===== src/rtl/hilbert_sched_if.sv =====
// Handshake and control bundle between the FIR job scheduler and its datapath.
// The scheduler connects through the slave modport; the requester/datapath side uses master.
interface hilbert_sched_if #(
    parameter int AW = 4
);
    logic [1:0]    req;
    logic          flush;
    logic [1:0]    gnt;
    logic [1:0]    x_rd_en;
    logic [AW-1:0] tap_addr;
    logic          rst_SOT;
    logic          ld_term;
    logic          ld_SOT;
    logic          y_valid;
    logic          y_ch;
    logic          busy;

    modport slave (
        input  req, flush,
        output gnt, x_rd_en, tap_addr, rst_SOT, ld_term, ld_SOT, y_valid, y_ch, busy
    );

    modport master (
        output req, flush,
        input  gnt, x_rd_en, tap_addr, rst_SOT, ld_term, ld_SOT, y_valid, y_ch, busy
    );
endinterface


===== src/rtl/hilbert_sched.sv =====
// Two-channel round-robin scheduler that sequences one TAPS-tap FIR job at a time:
// clear the accumulator, stream TAPS samples/coefficients, drain the MAC pipe, report.
module hilbert_sched #(
    parameter int TAPS = 16,
    parameter int AW   = 4
) (
    input  logic           clk,
    input  logic           rst,
    hilbert_sched_if.slave bus
);
    typedef enum logic [2:0] {IDLE, CLR, MAC, DRAIN, DONE} state_t;

    localparam logic [AW-1:0] LAST_TAP = AW'(TAPS - 1);

    state_t        state_q, state_d;
    logic [1:0]    gnt_q, gnt_d;
    logic [1:0]    x_rd_en_q, x_rd_en_d;
    logic [AW-1:0] cnt_q, cnt_d;
    logic          last_q, last_d;
    logic          drain_q, drain_d;
    logic          rst_sot_q, rst_sot_d;
    logic          ld_term_q, ld_term_d;
    logic          ld_sot_q, ld_sot_d;
    logic          y_valid_q, y_valid_d;
    logic          y_ch_q, y_ch_d;
    logic          busy_q, busy_d;
    logic          grant_ch;

    // On a tie the channel that did not win last time goes next.
    assign grant_ch = (bus.req == 2'b11) ? ~last_q : bus.req[1];

    always_comb begin
        // NOTE: every _d gets a default before the case so no path leaves it unassigned (no latches).
        state_d   = state_q;
        gnt_d     = gnt_q;
        cnt_d     = cnt_q;
        last_d    = last_q;
        drain_d   = drain_q;
        y_ch_d    = y_ch_q;
        x_rd_en_d = 2'b00;
        rst_sot_d = 1'b0;
        y_valid_d = 1'b0;
        ld_term_d = |x_rd_en_q;
        ld_sot_d  = ld_term_q;

        unique case (state_q)
            IDLE: begin
                if (!bus.flush && (bus.req != 2'b00)) begin
                    state_d   = CLR;
                    gnt_d     = grant_ch ? 2'b10 : 2'b01;
                    last_d    = grant_ch;
                    rst_sot_d = 1'b1;
                    cnt_d     = '0;
                end
            end
            CLR: begin
                state_d   = MAC;
                x_rd_en_d = gnt_q;
            end
            MAC: begin
                if (cnt_q == LAST_TAP) begin
                    state_d = DRAIN;
                    drain_d = 1'b0;
                end else begin
                    cnt_d     = cnt_q + 1'b1;
                    x_rd_en_d = gnt_q;
                end
            end
            DRAIN: begin
                if (drain_q) begin
                    state_d   = DONE;
                    y_valid_d = 1'b1;
                    y_ch_d    = gnt_q[1];
                end else begin
                    drain_d = 1'b1;
                end
            end
            DONE: begin
                state_d = IDLE;
                gnt_d   = 2'b00;
                cnt_d   = '0;
            end
            default: state_d = IDLE;
        endcase

        // Abort squashes the whole pipe; last keeps the aborted grant for fairness.
        if ((state_q != IDLE) && bus.flush) begin
            state_d   = IDLE;
            gnt_d     = 2'b00;
            x_rd_en_d = 2'b00;
            rst_sot_d = 1'b0;
            ld_term_d = 1'b0;
            ld_sot_d  = 1'b0;
            y_valid_d = 1'b0;
            cnt_d     = '0;
            drain_d   = 1'b0;
        end

        busy_d = (state_d != IDLE);
    end

    // NOTE: sequential state uses non-blocking assignment so all flops update from pre-edge values.
    always_ff @(posedge clk or posedge rst) begin
        if (rst) begin
            state_q   <= IDLE;
            gnt_q     <= 2'b00;
            x_rd_en_q <= 2'b00;
            cnt_q     <= '0;
            last_q    <= 1'b1;
            drain_q   <= 1'b0;
            rst_sot_q <= 1'b0;
            ld_term_q <= 1'b0;
            ld_sot_q  <= 1'b0;
            y_valid_q <= 1'b0;
            y_ch_q    <= 1'b0;
            busy_q    <= 1'b0;
        end else begin
            state_q   <= state_d;
            gnt_q     <= gnt_d;
            x_rd_en_q <= x_rd_en_d;
            cnt_q     <= cnt_d;
            last_q    <= last_d;
            drain_q   <= drain_d;
            rst_sot_q <= rst_sot_d;
            ld_term_q <= ld_term_d;
            ld_sot_q  <= ld_sot_d;
            y_valid_q <= y_valid_d;
            y_ch_q    <= y_ch_d;
            busy_q    <= busy_d;
        end
    end

    assign bus.gnt      = gnt_q;
    assign bus.x_rd_en  = x_rd_en_q;
    assign bus.tap_addr = cnt_q;
    assign bus.rst_SOT  = rst_sot_q;
    assign bus.ld_term  = ld_term_q;
    assign bus.ld_SOT   = ld_sot_q;
    assign bus.y_valid  = y_valid_q;
    assign bus.y_ch     = y_ch_q;
    assign bus.busy     = busy_q;
endmodule


===== src/flat_wrapper.sv =====
// flat-port wrapper written by rule: the top's interface ports become plain ports
module hilbert_sched_flat 
#(
    parameter int TAPS = 16,
    parameter int AW   = 4
)
  (clk, rst, bus_req, bus_flush, bus_gnt, bus_x_rd_en, bus_tap_addr, bus_rst_SOT, bus_ld_term, bus_ld_SOT, bus_y_valid, bus_y_ch, bus_busy);
  hilbert_sched_if #(.AW(AW)) bus_i ();
  input  logic clk;
  input  logic rst;
  input wire logic [$bits(bus_i.req)-1:0] bus_req;
  input wire logic [$bits(bus_i.flush)-1:0] bus_flush;
  output wire logic [$bits(bus_i.gnt)-1:0] bus_gnt;
  output wire logic [$bits(bus_i.x_rd_en)-1:0] bus_x_rd_en;
  output wire logic [$bits(bus_i.tap_addr)-1:0] bus_tap_addr;
  output wire logic [$bits(bus_i.rst_SOT)-1:0] bus_rst_SOT;
  output wire logic [$bits(bus_i.ld_term)-1:0] bus_ld_term;
  output wire logic [$bits(bus_i.ld_SOT)-1:0] bus_ld_SOT;
  output wire logic [$bits(bus_i.y_valid)-1:0] bus_y_valid;
  output wire logic [$bits(bus_i.y_ch)-1:0] bus_y_ch;
  output wire logic [$bits(bus_i.busy)-1:0] bus_busy;
  assign bus_i.req = bus_req;
  assign bus_i.flush = bus_flush;
  assign bus_gnt = bus_i.gnt;
  assign bus_x_rd_en = bus_i.x_rd_en;
  assign bus_tap_addr = bus_i.tap_addr;
  assign bus_rst_SOT = bus_i.rst_SOT;
  assign bus_ld_term = bus_i.ld_term;
  assign bus_ld_SOT = bus_i.ld_SOT;
  assign bus_y_valid = bus_i.y_valid;
  assign bus_y_ch = bus_i.y_ch;
  assign bus_busy = bus_i.busy;
  hilbert_sched #(.TAPS(TAPS), .AW(AW)) u_core (.clk(clk), .rst(rst), .bus(bus_i));
endmodule

===== config.mk =====
export PLATFORM = sky130hd
export DESIGN_NAME = hilbert_sched_flat
export DESIGN_NICKNAME = d
export VERILOG_FILES = /design/src/rtl/hilbert_sched_if.sv /design/src/rtl/hilbert_sched.sv /design/src/flat_wrapper.sv
export SDC_FILE = /design/constraint.sdc
export NUM_CORES = 1
export LEC_CHECK = 0
export ABC_AREA = 1
export ABC_CLOCK_PERIOD_IN_PS = 1350
export BUFFER_PORTS_ARGS = -buffer_cell sky130_fd_sc_hd__buf_4
export CAP_MARGIN = 20
export CORE_MARGIN = 4
export CORE_UTILIZATION = 46
export CTS_CLUSTER_DIAMETER = 120
export DETAILED_ROUTE_END_ITERATION = 8
export PLACE_DENSITY = 0.72
export SETUP_SLACK_MARGIN = 0.3
export SLEW_MARGIN = 5
export SYNTH_ARGS = -nofsm -noshare
export SYNTH_HDL_FRONTEND = slang
export SYNTH_SLANG_ARGS = --single-unit

===== constraint.sdc =====
create_clock -name clk -period 1.35 [get_ports clk]
set_clock_uncertainty 0.2 [all_clocks]
set_input_delay 0.0675 -clock clk [delete_from_list [all_inputs] [get_ports clk]]
set_output_delay 0.0675 -clock clk [all_outputs]
set_load 0.05 [all_outputs]

==> metrics, run 1 <==
DR pass1 iterations=6; CORE AREA=between 1500 and 2000 µm²; Post-Place Setup Slack=-0.0365 ns; global route overflow=0; Final Cycle Share=108%; mean cell area of the mapped netlist=about 8 µm²; Yosys top cell area share=between 50% and 60%; placed insts=about 160; Max-cap violations=0; Initial Utilization=around half; critical-path maximum fanout=5; Netlist Area Pre-Place=900 µm²; Root Buffer Master=clkbuf_4; static leakage=between 0.6 and 0.7 nW; failing checks=hold timing, setup timing; Vias=850; Pwr Density=slightly above 2000 nW/µm²; number of global-route vias before repair=roughly 800; CTS tree=done; status=complete, but fails checks; Longest Clk Path Bufs=2; n_diodes=0; Crit. End Element=flop; Worst EP arrival=1.50 ns; Die Ht=~52 µm; RSZ-0062 raised after global routing=true; Filler Cell Count=about 120; IO buf count=18; post-route setup slack=-0.108 ns; Synth Flop Type=dfrtp_1; Synth async-reset ratio=100%; routed wire length=between 2000 and 2500 µm; commonest cells in the netlist=nand2_1 (29), dfrtp_1 (18), nor2_1 (18), inv_1 (13), nand3_1 (9); Global Route Usage Sum=about 18%; synth unique cells=19; clock slew at reported path FFs=0.11 ns; synthesized net count=117; share of cells above drive strength 1=around 44%; I/O pin cnt=19; post-synthesis sequential area ratio=a little over half; Hold Crit Class=primary input to flop; initial antenna violation count=0; DRT iter0 DRCs=15; post-route ant nets=0; Synth area leaders=dfrtp_1 (50%), nand2_1 (12%), nor2_1 (7.5%); DIE WIDTH=52.2 µm; post-synth top area cell=dfrtp_1; fmax=686 MHz; H-tree levels=1; Crit Path Category=flop to flop; cts bufs inserted=3; wire length per cell=11.9 µm; Final Hold Fails=4; maximum vdd drop=around 1500 µV; Hold WS=-0.0830 ns; fin cells=172; CP Data Required Time=about 1.4 ns; Total Die Area=approximately 2700 µm²; Max Slew Vio Count=0; fin crit period=1.46 ns; drt drc=0; first-pass GRT wire length=between 3000 and 4000 µm; Syn Inst Count=between 100 and 150; vias per cell=roughly 4.9; Yosys warnings=0; clk_lat worst skew=0.31 ns; clk sink count=19; critical path startpoint category=flop; measured slew at the worst slew-check pin=~0.26 ns; placed wire-length estimate=approximately 1400 µm; nets@finish=roughly 150; site row count=15; flops & latches, synth=19; Post-synth EDFFs=0; most common cell in the netlist=nand2_1; largest net degree at the start of global routing=14; GP Congestion=~0.86; area growth from synthesis to layout=50.5%; setup violators final=14; relative slew slack=82.6%
## report_power, final
group	switching, mW	internal [mW]	total, mW
registers	0.129	0.747	0.876
logic	0.983	0.603	1.59
clock network	0.186	0.113	0.299
total	1.30	1.46	2.76
## stage by stage
step	utilization [%]	hold slack (ns)	power (mW)	TNS (ns)	area (µm²)
2_1_floorplan	-	-0.182	1.81	-1.01	947
4_1_cts	71.9	-0.209	2.65	-0.307	1280
5_1_grt	75.9	-0.0573	2.95	-2.60	1350
3_3_place_gp	64.1	-0.193	2.17	-0.0249	1140
6_report	75.9	-0.0830	2.76	-0.860	1350
3_5_place_dp	64.1	-0.187	2.19	-0.126	1140
## critical path, stage by stage, from the launching register on
cell,delay [ns]
dfrtp_1,0.43
inv_2,0.09
nand2_2,0.06
nor2_4,0.19
nand3_2,0.17
nand3_4,0.14
nand2_1,0.06
nand2_1,0.06
## worst paths after layout
check	startpoint	endpoint	cells past startpoint	slack (ns)
min in group asynchronous	rst	u_core.bus.gnt[0]	3	0.03
max in group asynchronous	rst	u_core.bus.tap_addr[2]	4	0.45
setup / recovery	u_core.state_q[0]	u_core.bus.tap_addr[1]	7	-0.11
hold reg to reg	u_core.last_q	u_core.last_q	2	0.28
hold / removal	bus_flush	u_core.bus.rst_SOT	4	-0.08
setup reg to reg	u_core.state_q[0]	u_core.bus.tap_addr[1]	7	-0.11
## repair_timing
item,4_1_cts,5_1_grt
gates cloned,0,0
pin swaps,2,3
endpoints found under the setup margin,33,33
hold buffers,1,2
resized for setup,19,8
setup buffers,4,3
hold endpoints to repair,24,4
## placed cells by master, fill, tap and decap left out, drive strengths merged
| cell | count |
|---|---|
| a31oi | 1 |
| or2 | 1 |
| dlygate4sd3 | 3 |
| o21a | 1 |
| dfrtp | 18 |
| o21ai | 6 |
| nand3 | 11 |
| nor3 | 2 |
| clkbuf | 3 |
| dfstp | 1 |
| a21oi | 1 |
| ha | 1 |
| clkinvlp | 1 |
| nand2 | 30 |
| buf | 29 |
| nor2 | 21 |
| nand4 | 2 |
| inv | 15 |
## state kept, by name, indices dropped and copies added, names as in the netlist, 2 cells and up
name / flops
u_core.state_q: 3
u_core.bus.x_rd_en: 2
u_core.bus.gnt: 2
u_core.bus.tap_addr: 4
## layer usage
metal / global-route usage (%) / up-vias / wire (µm)
li1: - / 424 / -
met1: 23.3 / 408 / 952
met2: 28.2 / 14 / 977
met3: 3.13 / 4 / 74
met4: 7.66 / 0 / 42
met5: 0 / - / 0
## cells by family after synthesis
kind of cell	synth area share, %
flip-flops	53.0
adder cells (fa/ha/maj)	1.39
AND/OR/NAND/NOR	33.9
buffers and inverters	6.26
AO/OA/AOI/OAI	5.42
## cell type report
| cell class | count | area (µm²) | share of cell area (%) |
|---|---|---|---|
| clock buffers | 3 | 22.5 | 1.66 |
| clock inverters | 1 | 7.51 | 0.555 |
| inverters | 15 | 56.3 | 4.16 |
| multi-input cells | 77 | 439 | 32.4 |
| flip-flops and latches | 19 | 482 | 35.6 |
| well taps | 25 | 31.3 | 2.31 |
| repair buffers | 32 | 315 | 23.3 |
No activity file was read; power rests on OpenSTA's default activity.
==> run 2: changes to the inputs <==
ABC_AREA = 0   (was 1)
CORE_UTILIZATION = 47   (was 46)
GPL_ROUTABILITY_DRIVEN = 0   (was unset)
PLACE_DENSITY = 0.73   (was 0.72)
==> run 2 against run 1 <==
Compared with the run above:
- synthesized cell count is 27% lower
- worst hold slack worse by 0.080 ns
- first-iteration DRC count is 53% higher
- global-route usage is 4.5 points higher
- routed wire length is 38% higher
- register-to-register slack worse by 0.27 ns
- final cell count is 8.7% lower
- the flow still finishes with violations (hold timing, setup timing)
==> metrics, run 2 <==
commonest cells after routing, fill and taps aside=buf_4 (26), buf_6 (18), dfrtp_1 (11); placed wire-length estimate=1450 µm (+0.24%); Max Slew Vio Count=0 (unchanged); Post-Synth Adder-Cell Area=1.38% (-0.0077 points); Final Cycle Share=128% (+20 points); failing checks=hold timing, setup timing; Final Hold Fails=2 (-2); R2R cell count=5 (-2); Filler Cell Count=76 (-38%); drt drc=0 (unchanged); I/O pin cnt=19 (unchanged); mux cell area share after synthesis=2.49% (+2.5 points); Simple-Gate Fraction of Synth Area=18.0% (-16 points); Synth Flop Type=dfrtp_1; Post-Place Setup Slack=-0.235 ns (-0.198 ns); Vias=871 (+2.5%); area growth from synthesis to layout=70.8%; Pint=1.24 mW (-15%); critical path startpoint category=flop; RSZ-0062 raised after global routing=true; number of flip-flops in the largest register=4 (unchanged); Post-synth EDFFs=0 (unchanged); Syn Inst Count=81 (-27%); mean cell area of the mapped netlist=11.2 µm² (+38%); Synth async-reset ratio=100% (unchanged); Switching Fraction=39.8% (-7.3 points); critical-path maximum fanout=5 (unchanged); crit-path most repeated cell=a21oi_1; maximum vdd drop=1240 µV (-17%); buffers and inverters on the worst path=1 (unchanged); n_diodes=0 (unchanged); Core Util, Final=86.7% (+11 points); Yosys warnings=0 (unchanged); crit path cell chain=buf_4 -> nor3_4 -> a2bb2oi_2 -> a21oi_1 -> a21oi_1; post-route ant nets=0 (unchanged); Crit. End Element=flop; Global Route Usage Sum=22.1% (+4.5 points); clock slew at reported path FFs=0.11 ns (about the same); Total Die Area=2690 µm² (-1.4%); IO buf count=18 (unchanged); Logic pwr share=47.9% (-9.5 points); Yosys top cell area share=49.8% (-0.28 points); Max-cap violations=0 (unchanged); Synth Area in Compound Gates=19.9% (+14 points); CP Data Required Time=1.33 ns (-0.06 ns); Hold WS=-0.163 ns (-0.0798 ns); most common cell in the netlist=dfrtp_1; DR pass1 iterations=4 (-2); CORE AREA=1780 µm² (unchanged); Die Ht=51.9 µm (-0.68%); Post-CTS Hold Fix Bufs=4 (+3); commonest non-fill, non-tap cell in the layout=buf_4; setup violators final=16 (+2); Hold Crit Class=primary input to flop; total power=2.07 mW (-25%); CTS tree=done; Longest Clk Path Bufs=2 (unchanged); post-route setup slack=-0.379 ns (-0.271 ns); initial antenna violation count=0 (unchanged); sequential fraction of design power=37.7% (+6.0 points); Pwr Density=1340 nW/µm² (-34%); wire length per cell=18.0 µm (+51%); Max stage delay cell, worst path=dfrtp_2; number of global-route vias before repair=947 (+15%); main combinational cell family by area after synthesis=compound AO/OA/AOI/OAI gates; Root Buffer Master=clkbuf_4; cts bufs inserted=3 (unchanged); flops & latches, synth=19 (unchanged); H-tree levels=1 (unchanged); DRT iter0 DRCs=23 (+8); clk sink count=19 (unchanged); number of cells on the critical path=5 (-2); Netlist Area Pre-Place=905 µm² (+0.56%); Net Sw Power=0.821 mW (-37%); measured slew at the worst slew-check pin=0.359 ns (+0.0983 ns); fin crit period=1.73 ns (+0.271 ns); synth unique cells=38 (+19); DIE WIDTH=51.9 µm (-0.68%); Worst EP arrival=1.71 ns (+0.21 ns); largest net degree at the start of global routing=20 (+6); routed wire length=2820 µm (+38%); share of cells above drive strength 1=64.4% (+21 points); nets@finish=139 (-9.7%); xor/xnor share of the synthesized area=0% (unchanged); clock share of power=14.5% (+3.7 points); Crit Path Category=flop to flop; hold path cells=2 (-2); site row count=15 (unchanged); delay-heaviest family, CP=compound AO/OA/AOI/OAI gates; vias per cell=5.55 (+12%); post-synthesis sequential area ratio=52.7% (-0.29 points); commonest cells in the netlist=dfrtp_1 (18), nor2_1 (7), a21oi_1 (6), nand2_1 (4), o21ai_0 (4); first-pass GRT wire length=4330 µm (+22%); global route overflow=0 (unchanged); relative slew slack=75.9% (-6.7 points); static leakage=0.713 nW (+4.0%); Synth area leaders=dfrtp_1 (50%), a21oi_1 (3.3%), dfstp_2 (2.9%); status=complete, but fails checks; fmax=578 MHz (-16%); slowest stage delay, CP=0.48 ns (+0.05 ns); clk_lat worst skew=0.30 ns (about the same); Initial Utilization=50.7% (+0.28 points); post-synth top area cell=dfrtp_1; synthesized net count=87 (-26%)
## run 2: cell count changes after synthesis, sizes merged, moves of 2 or more
cell,before,now
and2,0,2
nand2,30,4
inv,15,4
o21ai,6,4
mux2,0,2
nand2b,0,2
nor2,21,7
buf,0,4
a21oi,1,7
nand3,11,3
a211oi,0,2
a21boi,0,2
nor4b,0,2
## run 2: area by class of cell
cell class              instances  area, µm²  area share [%]
flip-flops and latches         19        485            31.4
clock buffers                   3       22.5            1.46
clock inverters                 1       5.00           0.324
well taps                      25       31.3            2.02
multi-input cells              54        503            32.6
inverters                       4       15.0           0.972
repair buffers                 51        483            31.3
## run 2: power by group through the flow
stage	Clock (mW)	Sequential (mW)	Combinational [mW]
6_report	0.299	0.778	0.989
5_1_grt	0.332	0.795	1.05
3_5_place_dp	0	0.775	0.714
3_3_place_gp	0	0.773	0.703
4_1_cts	0.298	0.766	0.891
2_1_floorplan	0	0.977	0.259
## run 2: metal layers
layer  share of wire (%)  routed length (µm)  up-vias  global-route usage, %
li1                    -                   -      401                      -
met1                  40                1120      440                   25.4
met2                  54                1530       24                   38.3
met3                 4.4                 124        6                   5.73
met4                 1.6                  46        0                   9.61
met5                   0                   0        -                      0
## run 2: cells by family (layout without fill, tap and decap cells)
kind of cell	after synthesis	after routing
AOI/OAI and AO/OA	24	24
adders and majority gates	1	1
buffers and inverters	8	59
DFF	19	19
muxes	2	2
and+or+nand+nor	27	27
## run 2: final timing paths
path,from,to,slack [ns]
max,u_core.state_q[0],u_core.bus.tap_addr[2],-0.38
min,bus_flush,u_core.state_q[0],-0.16
max in group asynchronous,rst,u_core.last_q,0.56
max reg2reg,u_core.state_q[0],u_core.bus.tap_addr[2],-0.38
min reg2reg,u_core.last_q,u_core.last_q,0.33
min in group asynchronous,rst,u_core.bus.tap_addr[3],0.13
## run 2: through the flow
stage,hold WS (ns),std cells,area [µm²],setup TNS [ns]
global placement,-0.0934,135,1190,-1.33
finish,-0.163,157,1550,-2.55
floorplan,-0.182,81,951,-1.05
detailed placement,-0.0854,135,1190,-2.03
CTS,-0.180,151,1440,-1.32
global route,-0.178,157,1550,-3.57
## run 2: worst reg2reg max path, delay by kind of cell, from the launching register on
kind                   cells  cell delay [ns]
AO/OA/AOI/OAI              3             0.53
flip-flops                 1             0.48
AND/OR/NAND/NOR            1             0.24
buffers and inverters      1             0.16
## run 2: what timing repair did
action,in CTS,in global routing
hold endpoints to repair,32,4
resized for setup,34,14
setup buffers,8,6
cloned,0,0
pin swaps,7,3
endpoints found under the setup margin,33,33
